## src/rtl/if_stage_if.sv

```systemverilog
// Fetch-stage bundle: redirect/stall inputs from ID/EX, memory addresses and PC/counters out.
interface if_stage_if;
  logic        ex_flush;
  logic [31:0] ex_pc_target;
  logic        id_stall;
  logic [31:0] if_pc_target;
  logic        if_target_taken;
  logic [11:0] bios_addra;
  logic [13:0] imem_addrb;
  logic [31:0] id_pc;
  logic [31:0] fetch_cnt;
  logic [31:0] redirect_cnt;

  // ID/EX side drives control, observes addresses and PC
  modport master (
    output ex_flush, ex_pc_target, id_stall, if_pc_target, if_target_taken,
    input  bios_addra, imem_addrb, id_pc, fetch_cnt, redirect_cnt
  );

  modport slave (
    input  ex_flush, ex_pc_target, id_stall, if_pc_target, if_target_taken,
    output bios_addra, imem_addrb, id_pc, fetch_cnt, redirect_cnt
  );
endinterface

```

## src/rtl/if_stage.sv

```systemverilog
// Instruction fetch PC select: 1-cycle latency (id_pc tracks sync-read memories);
// an ID stall holds PC and addresses, an EX flush overrides the stall.
module if_stage #(
  parameter logic [31:0] RESET_PC = 32'h4000_0000
) (
  input  logic       clk,
  input  logic       rst,
  if_stage_if.slave  bus
);

  logic [31:0] id_pc_q,        id_pc_d;
  logic [31:0] fetch_cnt_q,    fetch_cnt_d;
  logic [31:0] redirect_cnt_q, redirect_cnt_d;
  logic [31:0] pc_sel;
  logic [31:0] fetch_pc;
  logic        fetch_acc;

  // Priority: reset, EX redirect, stall hold, ID redirect, sequential
  always_comb begin
    pc_sel = id_pc_q + 32'd4;
    if (rst)
      pc_sel = RESET_PC;
    else if (bus.ex_flush)
      pc_sel = bus.ex_pc_target;
    else if (bus.id_stall)
      pc_sel = id_pc_q;
    else if (bus.if_target_taken)
      pc_sel = bus.if_pc_target;
    fetch_pc = {pc_sel[31:2], 2'b00};
  end

  assign fetch_acc = !bus.id_stall || bus.ex_flush;

  always_comb begin
    id_pc_d        = fetch_pc;
    fetch_cnt_d    = fetch_acc    ? fetch_cnt_q + 32'd1    : fetch_cnt_q;
    redirect_cnt_d = bus.ex_flush ? redirect_cnt_q + 32'd1 : redirect_cnt_q;
  end

  always_ff @(posedge clk) begin
    if (rst) begin
      id_pc_q        <= RESET_PC;
      fetch_cnt_q    <= 32'd0;
      redirect_cnt_q <= 32'd0;
    end else begin
      id_pc_q        <= id_pc_d;
      fetch_cnt_q    <= fetch_cnt_d;
      redirect_cnt_q <= redirect_cnt_d;
    end
  end

  // Both memories see the same fetch address; ID picks one by id_pc[30]
  assign bus.bios_addra   = fetch_pc[13:2];
  assign bus.imem_addrb   = fetch_pc[15:2];
  assign bus.id_pc        = id_pc_q;
  assign bus.fetch_cnt    = fetch_cnt_q;
  assign bus.redirect_cnt = redirect_cnt_q;

endmodule

```

## src/flat_wrapper.sv

```systemverilog
// flat-port wrapper written by rule: the top's interface ports become plain ports
module if_stage_flat 
#(
  parameter logic [31:0] RESET_PC = 32'h4000_0000
)
  (clk, rst, bus_ex_flush, bus_ex_pc_target, bus_id_stall, bus_if_pc_target, bus_if_target_taken, bus_bios_addra, bus_imem_addrb, bus_id_pc, bus_fetch_cnt, bus_redirect_cnt);
  if_stage_if bus_i ();
  input  logic clk;
  input  logic rst;
  input wire logic [$bits(bus_i.ex_flush)-1:0] bus_ex_flush;
  input wire logic [$bits(bus_i.ex_pc_target)-1:0] bus_ex_pc_target;
  input wire logic [$bits(bus_i.id_stall)-1:0] bus_id_stall;
  input wire logic [$bits(bus_i.if_pc_target)-1:0] bus_if_pc_target;
  input wire logic [$bits(bus_i.if_target_taken)-1:0] bus_if_target_taken;
  output wire logic [$bits(bus_i.bios_addra)-1:0] bus_bios_addra;
  output wire logic [$bits(bus_i.imem_addrb)-1:0] bus_imem_addrb;
  output wire logic [$bits(bus_i.id_pc)-1:0] bus_id_pc;
  output wire logic [$bits(bus_i.fetch_cnt)-1:0] bus_fetch_cnt;
  output wire logic [$bits(bus_i.redirect_cnt)-1:0] bus_redirect_cnt;
  assign bus_i.ex_flush = bus_ex_flush;
  assign bus_i.ex_pc_target = bus_ex_pc_target;
  assign bus_i.id_stall = bus_id_stall;
  assign bus_i.if_pc_target = bus_if_pc_target;
  assign bus_i.if_target_taken = bus_if_target_taken;
  assign bus_bios_addra = bus_i.bios_addra;
  assign bus_imem_addrb = bus_i.imem_addrb;
  assign bus_id_pc = bus_i.id_pc;
  assign bus_fetch_cnt = bus_i.fetch_cnt;
  assign bus_redirect_cnt = bus_i.redirect_cnt;
  if_stage #(.RESET_PC(RESET_PC)) u_core (.clk(clk), .rst(rst), .bus(bus_i));
endmodule
```

## config.mk

```make
export PLATFORM = sky130hd
export DESIGN_NAME = if_stage_flat
export DESIGN_NICKNAME = d
export VERILOG_FILES = /design/src/rtl/if_stage_if.sv /design/src/rtl/if_stage.sv /design/src/flat_wrapper.sv
export SDC_FILE = /design/constraint.sdc
export NUM_CORES = 1
export LEC_CHECK = 0
export ABC_CLOCK_PERIOD_IN_PS = 2650
export CAP_MARGIN = 30
export CORE_ASPECT_RATIO = 0.9
export CORE_UTILIZATION = 46
export CTS_CLUSTER_SIZE = 30
export DETAILED_ROUTE_END_ITERATION = 12
export PLACE_DENSITY = 0.82
export SLEW_MARGIN = 20
export SYNTH_ARGS = -nofsm -noshare
export SYNTH_HDL_FRONTEND = slang
export SYNTH_SLANG_ARGS = --single-unit
```

## constraint.sdc

```tcl
create_clock -name clk -period 2.65 [get_ports clk]
set_clock_uncertainty 0.05 [all_clocks]
set_input_delay 0.3975 -clock clk [delete_from_list [all_inputs] [get_ports clk]]
set_output_delay 0.3975 -clock clk [all_outputs]
set_load 0.05 [all_outputs]
```

# Yosys cells after proc, flatten, opt, wreduce, memory -nomap -nowiden
# Index checks and enable logic that the tools add are counted.
[totals] ff_bits=96 wordCells=15 input_bits=69 output_inout_bits=122
[classes] n_reduce_logical=2 eq_ne=1 add_sub_neg=3 muxes=4
[op_table] op="$mux W32" n=4
[op_table] op="$add A32 B1 Y32 const B" n=2
[op_table] op="$add A32 B3 Y32 const B" n=1
[op_table] op="$ne A2 B2 Y1 const B" n=1
[op_table] op="$logic_not A1 Y1" n=1
[op_table] op="$logic_or A1 B1 Y1" n=1

# Depth between registers and ports, before layout
# Gate-level depths: netlist of run 1.
[logic_depth] word_depth=5 depth_mapped=8 depth_no_buf=6

# Worst setup path after synthesis of run 1
# No wires, ideal clock.
[synth_timing] path_kind="reg2out" start="register u_core.id_pc_q[2] (netlist: u_core.bus.id_pc[2])" end="output port bus_imem_addrb[9]" path_slack_ns=-1.171 arrival_ns=3.374 stages_incl_launch_ff=8 path_buffers=2 cell_sequence="dfxtp_1 -> nand3_2 -> or3_1 -> buf_2 -> nor2_1 -> mux2i_1 -> a221oi_1 -> buf_4"
[synth_between] elab_chain_cells=5
[synth_rtl] element="start, declared" line_no="if_stage.sv:11" source="logic [31:0] id_pc_q, id_pc_d;"
[synth_rtl] element="start signal, assigned" line_no="if_stage.sv:46" source="id_pc_q <= id_pc_d;"
[synth_rtl] element="$add A32 B3 Y32" line_no="if_stage.sv:20" source="pc_sel = id_pc_q + 32'd4;"
[synth_rtl] element="$mux W32" line_no="if_stage.sv:27" source="else if (bus.if_target_taken)"
[synth_rtl] element="$mux W32" line_no="if_stage.sv:25" source="else if (bus.id_stall)"
[synth_rtl] element="$mux W32" line_no="if_stage.sv:23" source="else if (bus.ex_flush)"
[synth_rtl] element="$mux W32" line_no="if_stage.sv:21" source="if (rst)"
[synth_rtl] element="end, declared" line_no="flat_wrapper.sv:16" source="output wire logic [$bits(bus_i.imem_addrb)-1:0] bus_imem_addrb;"
# No other way between the ends. The select of a mux whose other input is x is not followed.

# Worst setup path in the final report of run 1
[layout_timing] start="register u_core.id_pc_q[5] (netlist: u_core.bus.id_pc[5])" end="output port bus_imem_addrb[12]"
# Same word-level chain as after synthesis.

==> results of run 1 <==
[critical path, stage by stage (launching register included)]
cell and delay (ps):
dfxtp_4 390, nand3_4 130, or3_4 440, nor4b_4 290, xnor2_2 140, a221oi_4 340, buf_12 180
[registers in the layout, summed over array words and instances (netlist names)]
name and count:
u_core.bus.redirect_cnt 32, u_core.bus.id_pc 30, u_core.bus.fetch_cnt 32
[power by group through the flow]
| stage | Combinational (mW) | Clock, mW | Sequential [mW] |
|---|---|---|---|
| after floorplan | 0.354 | 0 | 1.68 |
| after global placement | 0.851 | 0 | 1.55 |
| after detailed placement | 0.864 | 0 | 1.55 |
| after CTS | 0.889 | 1.40 | 1.52 |
| after global routing | 0.941 | 1.45 | 1.53 |
| final | 0.903 | 1.38 | 1.53 |
[layout by cell type, fill, tap and decap left out, types with 3 or more instances in the layout]
cell	count
mux2i_1	13
buf_12	29
and2_1	4
dfxtp_2	7
nor2_4	3
buf_6	3
nor2_1	78
inv_1	21
nand2b_1	4
xor2_1	22
or3_4	3
o31ai_1	3
a221oi_1	4
nand4_1	21
nand3_1	43
nor4_1	25
dfxtp_4	4
nor3_1	21
dfxtp_1	83
nand2_1	54
clkdlybuf4s50_1	156
o21ai_1	3
or3_1	7
clkinv_4	3
o221ai_1	7
o21ai_0	23
and4_1	8
and3_1	12
buf_4	39
or4_1	3
o21a_1	4
xnor2_1	42
o22ai_1	3
a21oi_1	49
a211oi_1	3
clkbuf_16	9
[worst paths after layout]
kind         depth (start not counted)                                     start  slack (ps)                                  endpoint
max                                  6            u_core.bus.id_pc[5]$_SDFF_PP0_         -60                        bus_imem_addrb[12]
min                                  4                                       rst         390            u_core.bus.id_pc[6]$_SDFF_PP0_
max reg2reg                          5     u_core.bus.fetch_cnt[14]$_SDFFE_PP0P_         470     u_core.bus.fetch_cnt[31]$_SDFFE_PP0P_
min reg2reg                          2  u_core.bus.redirect_cnt[31]$_SDFFE_PP0P_         450  u_core.bus.redirect_cnt[31]$_SDFFE_PP0P_
[layout make-up]
class	count	area, um2	share of cell area, %
multi-input combinational	510	3318	40.03
tap	152	190.2	2.294
clock inverter	5	65.06	0.7849
inverter	21	78.83	0.9509
timing repair buffer	229	2479	29.90
clock buffer	11	252.7	3.049
sequential	94	1906	22.99
[metrics by stage]
step / setup TNS [ps] / utilization, % / power, mW
floorplan: -137.5 / - / 2.036
global placement: 0 / 69.92 / 2.403
detailed placement: -177.5 / 69.92 / 2.419
CTS: -131.6 / 74.30 / 3.811
global route: -417.2 / 74.81 / 3.924
finish: -110.8 / 74.81 / 3.812
[cell families after synthesis]
| family | after synthesis |
|---|---|
| fa+ha+maj | 3 |
| mux | 15 |
| flops | 94 |
| simple gates | 307 |
| xor+xnor | 65 |
| compound gates | 118 |
| buf+inv | 73 |
| other cells | 1 |
[per-layer routing]
metal | global-route usage (%) | routed length [um]
met5 | 0 | 0
met4 | 10.67 | 497
met3 | 8.625 | 1668
met2 | 51.24 | 8844
met1 | 33.41 | 7022
[what timing repair did]
| item | CTS | global route |
|---|---|---|
| hold endpoints to repair | 0 | 0 |
| resized for setup | 14 | 8 |
| endpoints found under the setup margin | 8 | 12 |
| pin swaps | 9 | 9 |
| buffers inserted | 11 | 3 |
==> metrics, run 1 <==
outcome finished with violations; failing checks setup timing; routed vias/inst 5.745; TritonCTS sink count 94; setup violators final 5; synth cell count leaders dfxtp_1, nor2_1, nand2_1; largest net degree at the start of global routing 97; fin crit share 102.4%; Initial DRT Pass Iterations 6; first-pass GRT wire length 27.72 mm; final hold vios 0; Worst slew margin 63.67%; mux cell area share after synthesis 2.836%; post-synthesis simple-gate area fraction 30.54%; GPL Wtd Cong 0.9000; CTS tree built; Mapped Area 5338 um2; Synth area leaders dfxtp_1, xnor2_1, nor2_1; I/O pin total 191; CP Max Fanout 8; core region area 11,080 um2; net switching power figure 1.177 mW; port buffer count 184; initial antenna violation count 0; Lkg Pwr 2.893 nW; Synth Area in XOR/XNOR 10.67%; drt total wl 18.03 mm; critical path class reg -> out; Initial Utilization 48.17%; RSZ-0062 raised after global routing true; Cell Area, Placed 7747 um2; share of post-route cells with drive strength above 1 15.63%; FFs w/ async S/R, synth 0%; syn avg cell area 7.896 um2; cell count after placement 992; switching share of power 30.89%; # fillers 783; Yosys top cell area share 35.26%; sequential area share after synthesis 35.26%; Area growth syn-to-layout 55.30%; vias 5,871; VDD IR-drop max 0.0004872 V; total CTS buffers 9; most area-hungry cell type in the Yosys netlist dfxtp_1; post-place setup slack -56.27 ps; Global Route Usage Sum 29.35%; H-Tree Depth 3; vias in the first global route 5,719; largest family of logic cells by synthesized area simple AND/OR/NAND/NOR gates; NumNets Final 937; number of synthesized register bits 94; Synth Area in Compound Gates 13.55%; grt total ovfl 0; logic gate share of total power 23.7%; Final Worst Setup Slack -64.72 ps; Worst EP required 2200 ps; residual DRC count 0; Netlist cell types 57; MaxCap Viol Count 0; Primary FF master, synth dfxtp_1; routed wire length per instance 17.64 um; Worst-Margin Slew 543.2 ps; deepest clock path buffer count 2; die height 104.2 um; Setup crit end kind primary output; post-route ant nets 0; Post-Layout Inst Area 8289 um2; Critical Path AT 2270 ps; Post-synth EDFFs 0; final hold slack 390.5 ps; PwrDens 459.9 nW/um2; Die Wd 115.5 um; type of the worst min-delay path in -> reg; Rows 36; Adder-Cell Fraction of Synth Area 0.7032%; clock root cell clkbuf_16; fmax 0.3684 GHz; top-count cell post-synth dfxtp_1; Post-CTS Hold Buffers 0; minimum clock period 2715 ps; non-filler instance count after layout 1,022; Clock transition at path regs 70 ps; Clk pwr share 36.2%; die area 12,040 um2; clk_lat worst skew 360 ps; n_diodes 0; DR iter-0 viols 522; Syn Inst Count 676; P_int 2.635 mW; synth warn 0; Worst setup SP type flip-flop; DP HPWL 12.72 mm; Final Max Slew Viols 0; sequential power share 40.1%
Note: power is estimated with default switching activity, not from simulation.
==> run 2: changes to the inputs <==
--- a/config.mk
+++ b/config.mk
@@ -8,9 +8,11 @@
 export ABC_CLOCK_PERIOD_IN_PS = 2650
 export CAP_MARGIN = 30
 export CORE_ASPECT_RATIO = 0.9
+export CORE_MARGIN = 2
 export CORE_UTILIZATION = 46
 export CTS_CLUSTER_SIZE = 30
 export DETAILED_ROUTE_END_ITERATION = 12
+export MAX_ROUTING_LAYER = met4
 export PLACE_DENSITY = 0.82
 export SLEW_MARGIN = 20
 export SYNTH_ARGS = -nofsm -noshare
==> metrics, run 2 (synthesized netlist as in run 1, its figures left out) <==
fin crit share 98.55% (-3.9 points); fmax 0.3829 GHz (+3.9%); Final Max Slew Viols 0 (unchanged); routed wire length per instance 17.22 um (-2.4%); vias in the first global route 5,764 (+0.79%); clock root cell clkbuf_16; setup violators final 0 (-5); residual DRC count 0 (unchanged); post-place setup slack -5.530 ps (+50.74 ps); type of the worst min-delay path in -> reg; most common cell after layout, fill and taps aside clkdlybuf4s50_1; Area growth syn-to-layout 51.90%; NumNets Final 934 (-0.32%); Worst EP required 2200 ps (about the same); Post-Layout Inst Area 8108 um2 (-2.2%); initial antenna violation count 0 (unchanged); Global Route Usage Sum 28.86% (-0.49 points); Final Worst Setup Slack 38.38 ps (+103.1 ps); WP buf/inv 1 (unchanged); Worst slew margin 53.47% (-10 points); vias 5,836 (-0.60%); TritonCTS sink count 94 (unchanged); worst reg2reg path depth 5 (unchanged); Lkg Pwr 2.827 nW (-2.3%); utilization after layout 71.19% (-3.6 points); CP Max Fanout 4 (-4); final hold vios 0 (unchanged); Post-CTS Hold Buffers 0 (unchanged); Rows 37 (+2.8%); deepest clock path buffer count 2 (unchanged); n_diodes 0 (unchanged); Worst setup SP type flip-flop; die height 106.2 um (+1.9%); CP Cell Sequence ha_4 -> nand2_4 -> or3_4 -> nor4b_4 -> xnor2_2 -> a221oi_4 -> buf_12; DR iter-0 viols 374 (-28%); post-route ant nets 0 (unchanged); Clk pwr share 34.7% (-1.5 points); Sequential Area 1906 um2 (unchanged); most frequent cells in the layout clkdlybuf4s50_1, dfxtp_1, nor2_1; slowest cell on the critical path dfxtp_4; Crit. path cell count 7 (+1); PwrDens 452.7 nW/um2 (-1.6%); P_int 2.548 mW (-3.3%); Clock transition at path regs 60 ps (about the same); RSZ-0062 raised after global routing true; routed vias/inst 5.705 (-0.69%); I/O pin total 191 (unchanged); port buffer count 184 (unchanged); critical path class reg -> out; net switching power figure 1.122 mW (-4.7%); DP HPWL 13.19 mm (+3.7%); logic gate share of total power 23.8% (about the same); GPL Wtd Cong 0.9367 (+4.1%); drt total wl 17.62 mm (-2.3%); CP max stage delay 360 ps (-80 ps); MaxCap Viol Count 0 (unchanged); Setup crit end kind primary output; total CTS buffers 9 (unchanged); Critical Path AT 2160 ps (-110 ps); minimum clock period 2612 ps (-103.1 ps); Die Wd 117.5 um (+1.7%); Initial DRT Pass Iterations 5 (-1); Initial Utilization 46.87% (-1.3 points); area occupied by multi-input gates 3277 um2 (-1.2%); CTS tree built; sequential power share 41.5% (+1.4 points); first-pass GRT wire length 28.48 mm (+2.7%); Cells on Worst Hold Path 2 (-2); H-Tree Depth 3 (unchanged); share of post-route cells with drive strength above 1 14.65% (-0.98 points); clk_lat worst skew 340 ps (-20 ps); Worst-Margin Slew 692.6 ps (+149.4 ps); Cell Area, Placed 7687 um2 (-0.78%); core region area 11,390 um2 (+2.8%); grt total ovfl 0 (unchanged); largest net degree at the start of global routing 61 (-37%); kind of cell adding the most delay to the critical path simple AND/OR/NAND/NOR gates; switching share of power 30.57% (-0.32 points); VDD IR-drop max 0.0003363 V (-31%); die area 12,480 um2 (+3.7%); # fillers 909 (+16%); outcome finished, final reports clean
-- run 2: worst paths after layout --
path | start | end | slack (ps)
setup / recovery | u_core.bus.id_pc[2]$_SDFF_PP0_ | bus_imem_addrb[12] | 40
hold / removal | rst | u_core.bus.id_pc[7]$_SDFF_PP0_ | 260
setup reg to reg | u_core.bus.fetch_cnt[6]$_SDFFE_PP0P_ | u_core.bus.fetch_cnt[31]$_SDFFE_PP0P_ | 430
hold reg to reg | u_core.bus.fetch_cnt[29]$_SDFFE_PP0P_ | u_core.bus.fetch_cnt[29]$_SDFFE_PP0P_ | 460
-- run 2: repair_timing --
action / in CTS / in global routing
pin swaps: 5 / 6
endpoints found under the setup margin: 6 / 5
resized for setup: 8 / 5
gates cloned: 0 / 0
hold endpoints to repair: 0 / 0
setup buffers: 7 / 4
-- run 2: metal layers --
metal  vias to the layer above  track usage, %  wire length (um)
li1                       2763               -                 -
met2                       256           49.33              8694
met3                        36           8.101              1431
met1                      2781           32.59              7097
met4                         0           10.41               391
met5                         -               -                 0
-- run 2: through the flow --
step	TNS, ps	power, mW	hold WS (ps)	cells
2_1_floorplan	-137.5	2.036	457.7	677
3_3_place_gp	0	2.387	428.0	995
3_5_place_dp	-10.40	2.406	448.2	996
4_1_cts	-171.7	3.684	245.4	1019
5_1_grt	-27.58	3.800	259.9	1023
6_report	0	3.670	257.4	1023
-- run 2: area by class of cell --
class | instances | share of cell area, %
multi-input cells | 510 | 40.42
repair buffers | 226 | 29.21
flip-flops and latches | 94 | 23.50
clock buffers | 11 | 2.870
well taps | 156 | 2.407
inverters | 21 | 0.9722
clock inverters | 5 | 0.6173
-- run 2: power by group through the flow --
stage	combinational (mW)	clock [mW]	sequential, mW
floorplan	0.354	0	1.68
global placement	0.838	0	1.55
detailed placement	0.853	0	1.55
CTS	0.871	1.29	1.52
global route	0.919	1.35	1.53
finish	0.874	1.27	1.52
-- run 2: worst register-to-register path, cell delays in order, from the launching register on --
cell and delay [ps]:
dfxtp_1 380, and3_1 210, nand3_1 330, or3_1 530, nor4_1 240, mux2_2 370
